===== src/rtl/piso_pkg.sv =====
// Shared types for the parallel-in serial-out serializer.
package piso_pkg;

    typedef enum logic [0:0] {
        IDLE,
        SHIFT
    } piso_state_t;

endpackage


===== src/rtl/piso_serializer.sv =====
// Parallel-in serial-out serializer: captures a word on load and streams it out
// one bit per valid/ready transfer, pulsing done after the last bit is taken.
module piso_serializer
    import piso_pkg::*;
#(
    parameter int unsigned DATA_WIDTH = 32,
    parameter bit          MSB_FIRST  = 1'b1
) (
    input  logic                  clk,
    input  logic                  rst,
    input  logic                  load,
    input  logic [DATA_WIDTH-1:0] d,
    input  logic                  out_ready,
    output logic                  sout,
    output logic                  sout_valid,
    output logic                  busy,
    output logic                  done
);

    localparam int unsigned CNT_W   = $clog2(DATA_WIDTH + 1);
    localparam int unsigned OUT_IDX = MSB_FIRST ? DATA_WIDTH - 1 : 0;

    piso_state_t           state_q, state_d;
    logic [DATA_WIDTH-1:0] shreg_q, shreg_d;
    logic [CNT_W-1:0]      cnt_q, cnt_d;
    logic                  done_q, done_d;

    always_comb begin
        state_d = state_q;
        shreg_d = shreg_q;
        cnt_d   = cnt_q;
        done_d  = 1'b0;
        unique case (state_q)
            IDLE: begin
                if (load) begin
                    shreg_d = d;
                    cnt_d   = CNT_W'(DATA_WIDTH);
                    state_d = SHIFT;
                end
            end
            SHIFT: begin
                // sout_valid is high throughout SHIFT, so out_ready alone marks a transfer.
                if (out_ready) begin
                    shreg_d = MSB_FIRST ? (shreg_q << 1) : (shreg_q >> 1);
                    cnt_d   = cnt_q - CNT_W'(1);
                    if (cnt_q == CNT_W'(1)) begin
                        state_d = IDLE;
                        done_d  = 1'b1;
                    end
                end
            end
            default: state_d = IDLE;
        endcase
    end

    always_ff @(posedge clk) begin
        if (rst) begin
            state_q <= IDLE;
            shreg_q <= '0;
            cnt_q   <= '0;
            done_q  <= 1'b0;
        end else begin
            state_q <= state_d;
            shreg_q <= shreg_d;
            cnt_q   <= cnt_d;
            done_q  <= done_d;
        end
    end

    // Outputs depend only on flops, so out_ready and load never reach them combinationally.
    assign busy       = (state_q == SHIFT);
    assign sout_valid = busy;
    assign sout       = busy & shreg_q[OUT_IDX];
    assign done       = done_q;

endmodule


===== config.mk =====
export PLATFORM = sky130hd
export DESIGN_NAME = piso_serializer
export DESIGN_NICKNAME = d
export VERILOG_FILES = /design/src/rtl/piso_pkg.sv /design/src/rtl/piso_serializer.sv
export SDC_FILE = /design/constraint.sdc
export NUM_CORES = 1
export LEC_CHECK = 0
export ABC_AREA = 1
export CAP_MARGIN = 20
export CORE_MARGIN = 4
export CORE_UTILIZATION = 38
export DETAILED_ROUTE_END_ITERATION = 6
export GPL_TIMING_DRIVEN = 0
export PLACE_DENSITY = 0.66
export SYNTH_ARGS = -nofsm -noshare
export SYNTH_HDL_FRONTEND = slang
export SYNTH_SLANG_ARGS = --single-unit

===== constraint.sdc =====
create_clock -name clk -period 1.1 [get_ports clk]
set_input_delay 0.22 -clock clk [delete_from_list [all_inputs] [get_ports clk]]
set_output_delay 0.22 -clock clk [all_outputs]
set_load 0.02 [all_outputs]

==> results of run 1 <==
state kept, by name, indices dropped and copies added (netlist names):
name / flops
cnt_q: 6
shreg_q: 32
busy: 1
done: 1
routing by layer:
metal  vias up  global-route usage
met5         -                   0
met4         0              0.0544
met3         7              0.0356
met2        37               0.254
met1       834               0.202
li1        897                   -
power groups by stage:
stage	clock network [mW]	registers, mW	logic (mW)
2_1_floorplan	0	1.68	0.410
4_1_cts	0.908	1.66	0.755
5_1_grt	0.957	1.68	1.02
3_3_place_gp	0	1.69	0.644
6_report	0.886	1.67	0.941
3_5_place_dp	0	1.69	0.652
critical path: cells and delay by family (launching register included):
| kind | cells | cell delay, ns |
|---|---|---|
| buffers and inverters | 4 | 0.43 |
| flip-flops | 1 | 0.35 |
| AND/OR/NAND/NOR | 1 | 0.04 |
worst paths after layout:
| check | startpoint | end | slack (ns) | cells past startpoint |
|---|---|---|---|---|
| hold reg to reg | shreg_q[10] | shreg_q[11] | 0.47 | 2 |
| hold / removal | rst | cnt_q[1] | 0.28 | 2 |
| setup / recovery | busy | sout | -0.24 | 5 |
| setup reg to reg | busy | shreg_q[23] | -0.23 | 8 |
layout make-up:
type,instances,area [um^2],share of cell area
multi-input combinational,163,976,0.362
tap,52,65.1,0.0241
inverter,13,53.8,0.0199
clock buffer,6,72.6,0.0269
timing repair buffer,49,541,0.200
sequential,40,805,0.298
buffer,17,186,0.0691
cells in the mapped netlist, drive strengths merged:
library cell  instances
a211oi                2
a21oi                 1
a31oi                31
buf                  10
clkbuf                8
dfxtp                40
ha                    2
inv                  13
nand2                75
nand3                 3
nand4                 2
nor2                 12
nor3                  1
o21ai                31
o22ai                 1
xnor2                 1
xor2                  1
cells by family (layout without fill, tap and decap cells):
family,after synthesis,count (layout),synth area share
buffers and inverters,31,85,0.0865
adder cells (fa/ha/maj),2,2,0.0143
flip-flops,40,40,0.458
AND/OR/NAND/NOR,93,93,0.217
XOR/XNOR,2,2,0.0100
AO/OA/AOI/OAI,66,66,0.215
repair_timing:
item,CTS,global route
endpoints found under the setup margin,41,42
cloned,1,4
hold endpoints to repair,0,0
gates resized for setup,45,44
pin swaps,1,4
buffers inserted,3,2
==> results.yml, run 1 <==
outcome:
  status: "finished, violations left"
  violations: "setup timing"
synthesis:
  avgSynthCellArea_um2: 7.48
  synthCells: 234
  synth_cell_type_count: 25
  synth_nets: 272
  synth_largest_area_cell: "dfxtp_1"
  synth.area.top_cells: "dfxtp_1, nand2_1, a31oi_1"
  synth_top_area_share: 0.458
  synth-seq-cells: 40
  synth_warnings: 0
  synth_area_mm2: 0.00175
  ys_seq_area_frac: 0.458
clocking:
  hold_buffers: 0
  cts-root-buf: "clkbuf_8"
  clkLatencyLatePin_ns: 0.29
  path_clk_slew_ns: 0.07
  cts_tree: "done"
  clk_path_buf_depth: 2
  htree_levels: 2
  cts_buffers: 5
  cts_sinks: 40
sta:
  setup_viol: 40
  finalHoldViolCount: 0
  holdWs_ns: 0.283
  setup_tns_ns: -5.82
  tightest_slew_ns: 0.427
  slew_violations: 0
  grt_setup_unrepaired: "true"
  slew_headroom: 0.715
  worst_slack_ns: -0.241
  timing.fmax_ghz: 0.746
  clock_skew_ns: 0.00406
  final.period_utilization: 1.22
  period_needed_ns: 1.34
grt:
  grt_remaining_overflow: 0
  grt_usage: 0.156
  grt_pass1_wl_mm: 6.89
  grt_max_degree: 13
  grt_pass1_vias: 1543
  antenna_found_initial: 0
route:
  viasPerCell: 5.22
  wl_met2_mm: 2.26
  dr.pass1.iters: 5
  remaining_drc_errors: 0
  routed_wl_mm: 4.60
  dr_wl_met3_um: 199
  highest_layer: "met4"
  met1Wirelength_mm: 2.08
  dr_total_vias: 1775
  wl_per_cell_um: 13.5
  drt-initial-drc-count: 125
  postRouteAntennaNets: 0
setup_path:
  slowest_delay_ns: 0.35
  cp-start-kind: "flip-flop"
  cp-end-kind: "primary output"
  arrival_ns: 1.12
  cp_data_required_time_ns: 0.88
  worstSetupPathType: "flip-flop to primary output"
  slowest_stage: "dfxtp_4"
  worstPathMaxFanout: 6
  crit_chain: "buf_8, clkbuf_16, nand2_4, inv_2, buf_6"
place:
  placed_cell_area_mm2: 0.00221
  dp.cells: 325
  pre_cts_ws_ns: -0.551
  gp_congestion: 0.762
  portBuffers: 39
  hpwl_mm: 2.80
power:
  power_mw: 3.50
  power_frac_comb: 0.269
  p_switching_mw: 1.00
  power_density_mw_per_mm2: 1300
  p_int_mw: 2.50
  swShare: 0.287
  pwr-share-seq: 0.478
  p_leak_nw: 1.08
  irDropWorstVdd_mv: 0.728
  clock_power_share: 0.253
floorplanning:
  rows: 24
  fp.dieH_um: 75.8
  die_w_um: 75.8
  die_area_mm2: 0.00575
  initial_core_util: 0.396
  io_pins: 40
  fp.coreArea_mm2: 0.00441
final_layout:
  n_fill_cell: 404
  fin_cells: 340
  layout_common_cells: "nand2_1, dfxtp_1, clkdlybuf4s50_1"
  final_area_mm2: 0.00270
  diodes: 0
  utilization: 0.611
  final_common_cell: "nand2_1"
  layout-drive-gt1-share: 0.226
  fin_nets: 327
  syn_to_final_growth_pct: 54.3
hold_path:
  hp-class: "input pin to flip-flop"
flow_run:
  drv_cap: 0
(Power assumes the default switching activity.)
==> inputs of run 2 (changes only) <==
--- a/config.mk
+++ b/config.mk
@@ -12,5 +12,6 @@
 export DETAILED_ROUTE_END_ITERATION = 6
 export GPL_TIMING_DRIVEN = 0
-export PLACE_DENSITY = 0.66
+export PLACE_DENSITY = 0.73
+export SKIP_LAST_GASP = 1
 export SYNTH_ARGS = -nofsm -noshare
 export SYNTH_HDL_FRONTEND = slang
==> constraint.sdc (replaced) <==
create_clock -name clk -period 1.1 [get_ports clk]
set_input_delay 0.11 -clock clk [delete_from_list [all_inputs] [get_ports clk]]
set_output_delay 0.11 -clock clk [all_outputs]
set_load 0.02 [all_outputs]
==> run 2 against run 1 <==
  * The run still ends with setup timing left
  * Sequential share of layout area decreased by 0.73 points
  * Setup slack got worse by 0.0057 ns
  * Via count increased by 3.5%
  * Largest power group unchanged
  * Highest routed layer unchanged
  * First-iteration DRC count unchanged
  * Sequential cell count unchanged
  * Combinational power increased by 5.2%
  * Global-route usage increased by 1.5 points
  * Cell count increased by 3.5%
  * Hold slack improved by 0.11 ns
  * Cell area increased by 2.5%
  * Die area unchanged
  * Routed wire length increased by 7.8%
==> results.yml, run 2 (same netlist as run 1, synthesis figures left out) <==
setup_path:
  crit_path_frequent_cell: "nand2_8"
  r2r_cells: 8
  rr_endpoint: "shreg_q[24]"
  worstSetupPathType: "flip-flop to flip-flop"
  crit_chain: "buf_8, clkinv_8, nand2_8, nand2_8, buf_4, buf_6, o21ai_0, a31oi_2"
  slowest_delay_ns: 0.35
  arrival_ns: 1.52
  path_buf_inv: 4
  cp_top_family: "buffers and inverters"
  rrSetupSlack_ns: -0.25
  slowest_stage: "dfxtp_4"
  cp-end-kind: "flip-flop"
  worstReg2RegStart: "busy"
  cp_data_required_time_ns: 1.28
  worstPathMaxFanout: 10
  cp-start-kind: "flip-flop"
floorplanning:
  rows: 24
  fp.dieH_um: 75.8
  die_area_mm2: 0.00575
  die_w_um: 75.8
  fp.coreArea_mm2: 0.00441
  initial_core_util: 0.396
  io_pins: 40
sta:
  slew_violations: 0
  period_needed_ns: 1.35
  grt_setup_unrepaired: "true"
  setup_tns_ns: -7.66
  timing.fmax_ghz: 0.742
  clock_skew_ns: 0.00564
  worst_slack_ns: -0.247
  finalHoldViolCount: 0
  holdWs_ns: 0.389
  tightest_slew_ns: 0.268
  final.period_utilization: 1.22
  setup_viol: 42
  slew_headroom: 0.821
final_layout:
  fin_nets: 338
  utilization: 0.627
  diodes: 0
  layout_common_cells: "nand2_1, dfxtp_1, clkdlybuf4s50_1"
  largest_register: "shreg_q"
  largest_reg_flops: 32
  final_area_mm2: 0.00277
  largest_registers: "shreg_q: 32 flops, cnt_q: 6 flops"
  syn_to_final_growth_pct: 58.2
  layout-drive-gt1-share: 0.260
  final_common_cell: "nand2_1"
route:
  wl_per_cell_um: 14.1
  remaining_drc_errors: 0
  dr_total_vias: 1838
  viasPerCell: 5.22
  postRouteAntennaNets: 0
  drt-initial-drc-count: 125
  routed_wl_mm: 4.96
  dr.pass1.iters: 4
clocking:
  cts_sinks: 40
  path_clk_slew_ns: 0.08
  cts_buffers: 5
  cts_tree: "done"
  clkLatencyLatePin_ns: 0.29
  htree_levels: 2
  cts-root-buf: "clkbuf_8"
  clk_path_buf_depth: 2
grt:
  grt_pass1_wl_mm: 7.45
  grt_remaining_overflow: 0
  grt_pass1_vias: 1630
  grt_usage: 0.171
  grt_max_degree: 12
  antenna_found_initial: 0
place:
  portBuffers: 39
  hpwl_mm: 2.82
  placed_cell_area_mm2: 0.00221
  gp_congestion: 0.790
power:
  irDropWorstVdd_mv: 0.722
  p_leak_nw: 1.11
  power_mw: 3.60
  power_density_mw_per_mm2: 1300
hold_path:
  hold_start: "d[7]"
  hold_depth: 3
  hold_end: "shreg_q[7]"
  hp-class: "input pin to flip-flop"
outcome:
  violations: "setup timing"
  status: "finished, violations left"
flow_run:
  drv_cap: 0
-- run 2: cell count changes in the layout (fill, tap and decap cells not counted), sizes merged --
cell,delta
buf,+13
dlymetal6s2s,-1
inv,-1
clkinv,+2
clkdlybuf4s15,-1
clkdlybuf4s50,+1
clkbuf,-1
-- run 2: area by class of cell --
type / count / area (um^2)
plain buffers: 18 / 165
well taps: 52 / 65.1
inverters: 13 / 63.8
clock inverters: 1 / 5.00
fillers: 380 / 1650
multi-input cells: 163 / 1010
repair buffers: 59 / 579
clock buffers: 6 / 72.6
flip-flops and latches: 40 / 805
-- run 2: through the flow --
stage          instances  setup WS [ns]
3_3_place_gp         325         -0.587
3_5_place_dp         325         -0.613
2_1_floorplan        234        -0.0713
6_report             352         -0.247
4_1_cts              348         -0.214
5_1_grt              352         -0.312
-- run 2: power by group --
| group | switching, mW | leakage, nW | internal, mW |
|---|---|---|---|
| clock network | 0.504 | 0.0410 | 0.432 |
| logic | 0.485 | 0.742 | 0.504 |
| registers | 0.0872 | 0.332 | 1.59 |
-- run 2: worst max path at each step --
stage | slack [ns] | cells past startpoint | end | start
after floorplan | -0.07 | 7 | shreg_q[14] | busy
after global placement | -0.59 | 5 | sout | busy
after detailed placement | -0.61 | 5 | sout | busy
after CTS | -0.21 | 5 | sout | busy
after global routing | -0.31 | 8 | shreg_q[26] | busy
final | -0.25 | 8 | shreg_q[24] | busy
-- run 2: tightest hold or removal path, delay by kind of cell --
| family | cells | cell delay, ns |
|---|---|---|
| AND/OR/NAND/NOR | 1 | 0.06 |
| buffers and inverters | 1 | 0.39 |
| AO/OA/AOI/OAI | 1 | 0.07 |
-- run 2: metal layers --
| layer | up-vias | track usage | wire length, um |
|---|---|---|---|
| met3 | 4 | 0.0422 | 298 |
| met4 | 0 | 0.0621 | 26 |
| met2 | 52 | 0.274 | 2470 |
| li1 | 918 | - | - |
| met1 | 864 | 0.224 | 2160 |
| met5 | - | 0 | 0 |
-- run 2: timing repair --
action / in CTS / in global routing
hold buffers: 0 / 0
setup endpoints to repair: 41 / 42
gates cloned: 5 / 0
pin swaps: 7 / 7
buffers inserted: 11 / 4
gates resized for setup: 62 / 32
==> inputs of run 3 (changes only) <==
--- a/config.mk
+++ b/config.mk
@@ -9,10 +9,11 @@
 export CAP_MARGIN = 20
 export CORE_MARGIN = 4
-export CORE_UTILIZATION = 38
+export CORE_UTILIZATION = 44
 export DETAILED_ROUTE_END_ITERATION = 6
 export GPL_TIMING_DRIVEN = 0
-export PLACE_DENSITY = 0.73
+export PLACE_DENSITY = 0.81
 export SKIP_LAST_GASP = 1
 export SYNTH_ARGS = -nofsm -noshare
 export SYNTH_HDL_FRONTEND = slang
 export SYNTH_SLANG_ARGS = --single-unit
+export TNS_END_PERCENT = 30
==> constraint.sdc (replaced) <==
create_clock -name clk -period 1.1 [get_ports clk]
set_input_delay 0.22 -clock clk [delete_from_list [all_inputs] [get_ports clk]]
set_output_delay 0.22 -clock clk [all_outputs]
set_load 0.02 [all_outputs]
==> run 3 against run 2 <==
  * Die area is 12% lower
  * Core utilization rose by 1.3 points
  * The run still ends with setup timing left
  * Sequential share of layout area is 4.5 points higher
  * Sequential cell count is the same
  * Register-to-register slack improved by 0.09 ns
==> results.yml, run 3 (same netlist as run 1, synthesis figures left out) <==
power:
  irDropWorstVdd_mv: 0.686
  power_density_mw_per_mm2: 1420
  p_leak_nw: 0.999
floorplanning:
  initial_core_util: 0.467
  io_pins: 40
  fp.dieH_um: 71.1
  rows: 22
  die_w_um: 71.1
  die_area_mm2: 0.00505
  fp.coreArea_mm2: 0.00374
route:
  wl_per_cell_um: 12.4
  dr_total_vias: 1740
  viasPerCell: 5.21
  dr.pass1.iters: 4
  routed_wl_mm: 4.13
  remaining_drc_errors: 0
  drt-initial-drc-count: 168
  postRouteAntennaNets: 0
flow_run:
  drv_cap: 0
sta:
  final.period_utilization: 1.20
  setup_tns_ns: -3.97
  finalHoldViolCount: 0
  period_needed_ns: 1.32
  grt_setup_unrepaired: "true"
  worst_slack_ns: -0.225
  clock_skew_ns: 0.00535
  slew_headroom: 0.818
  setup_viol: 39
  timing.fmax_ghz: 0.755
  tightest_slew_ns: 0.272
  slew_violations: 0
place:
  dp.cells: 321
  gp_congestion: 0.771
  hpwl_mm: 2.79
  portBuffers: 39
final_layout:
  largest_registers: "shreg_q: 32 flops, cnt_q: 6 flops"
  largest_register: "shreg_q"
  diodes: 0
  layout_common_cells: "nand2_1, dfxtp_1, clkdlybuf4s50_1"
  final_common_cell: "nand2_1"
  utilization: 0.640
  largest_reg_flops: 32
  fin_nets: 323
  regArea_um2: 805
  multiInputGateArea_um2: 810
  syn_to_final_growth_pct: 36.9
  layout-drive-gt1-share: 0.143
  fin_cells: 334
  n_fill_cell: 359
grt:
  grt_remaining_overflow: 0
  grt_max_degree: 12
  grt_pass1_vias: 1546
  antenna_found_initial: 0
  grt_pass1_wl_mm: 7.00
  grt_usage: 0.171
outcome:
  violations: "setup timing"
  status: "finished, violations left"
clocking:
  clkLatencyLatePin_ns: 0.30
  path_clk_slew_ns: 0.07
  cts_tree: "done"
  htree_levels: 2
  hold_buffers: 0
  clk_path_buf_depth: 2
  cts-root-buf: "clkbuf_8"
  cts_buffers: 5
  cts_sinks: 40
setup_path:
  cp_data_required_time_ns: 0.88
  arrival_ns: 1.10
  cp-start-kind: "flip-flop"
  worstPathMaxFanout: 6
  r2r_cells: 7
  cp-end-kind: "primary output"
  worstSetupPathType: "flip-flop to primary output"
hold_path:
  hp-class: "flip-flop to flip-flop"
  hold_depth: 2
==> run 3: cell types whose count changed in the layout (fill, tap and decap cells not counted), sizes merged <==
cell / delta
buf: -15
clkbuf: +1
inv: +1
clkdlybuf4s15: +1
clkinv: -2
==> run 3: stage by stage <==
step / worst slack (ns) / power, mW / cell area [um^2] / hold slack [ns]
2_1_floorplan: -0.0713 / 2.09 / 1750 / 0.289
4_1_cts: -0.232 / 3.38 / 2380 / 0.472
6_report: -0.225 / 3.39 / 2390 / 0.470
3_3_place_gp: -0.537 / 2.32 / 2200 / 0.456
3_5_place_dp: -0.541 / 2.34 / 2200 / 0.462
5_1_grt: -0.266 / 3.57 / 2390 / 0.495
==> run 3: critical path, cell delays in order (launching register included) <==
cell	delay (ns)
dfxtp_4	0.35
buf_8	0.13
clkbuf_16	0.14
nand2_4	0.04
inv_2	0.03
buf_6	0.12
==> run 3: what timing repair did <==
action,CTS,global route
endpoints found under the setup margin,41,43
setup buffers,2,1
cloned,2,0
gates resized for setup,38,2
pin swaps,1,0
==> run 3: worst paths after layout <==
check | from | to | slack, ns
min | shreg_q[2] | shreg_q[3] | 0.47
min reg2reg | shreg_q[2] | shreg_q[3] | 0.47
max reg2reg | busy | shreg_q[22] | -0.16
max | busy | sout | -0.22
==> run 3: per-layer routing <==
layer / routed length (um) / up-vias / global-route usage
met5: 0 / - / 0
met4: 58 / 0 / 0.0689
met3: 262 / 5 / 0.0611
met2: 1870 / 41 / 0.251
met1: 1940 / 801 / 0.227
li1: - / 893 / -
==> run 3: power breakdown <==
part | switching [mW] | leakage, nW | total (mW) | internal (mW)
Clock | 0.503 | 0.0455 | 1.01 | 0.512
Sequential | 0.0746 | 0.332 | 1.66 | 1.59
Combinational | 0.359 | 0.622 | 0.713 | 0.354
==> run 3: final cells by class <==
cell class                 count  area share
tap                           48      0.0251
multi-input combinational    163       0.338
inverter                      13      0.0214
sequential                    40       0.336
buffer                        18      0.0632
clock buffer                   8      0.0376
timing repair buffer          44       0.179
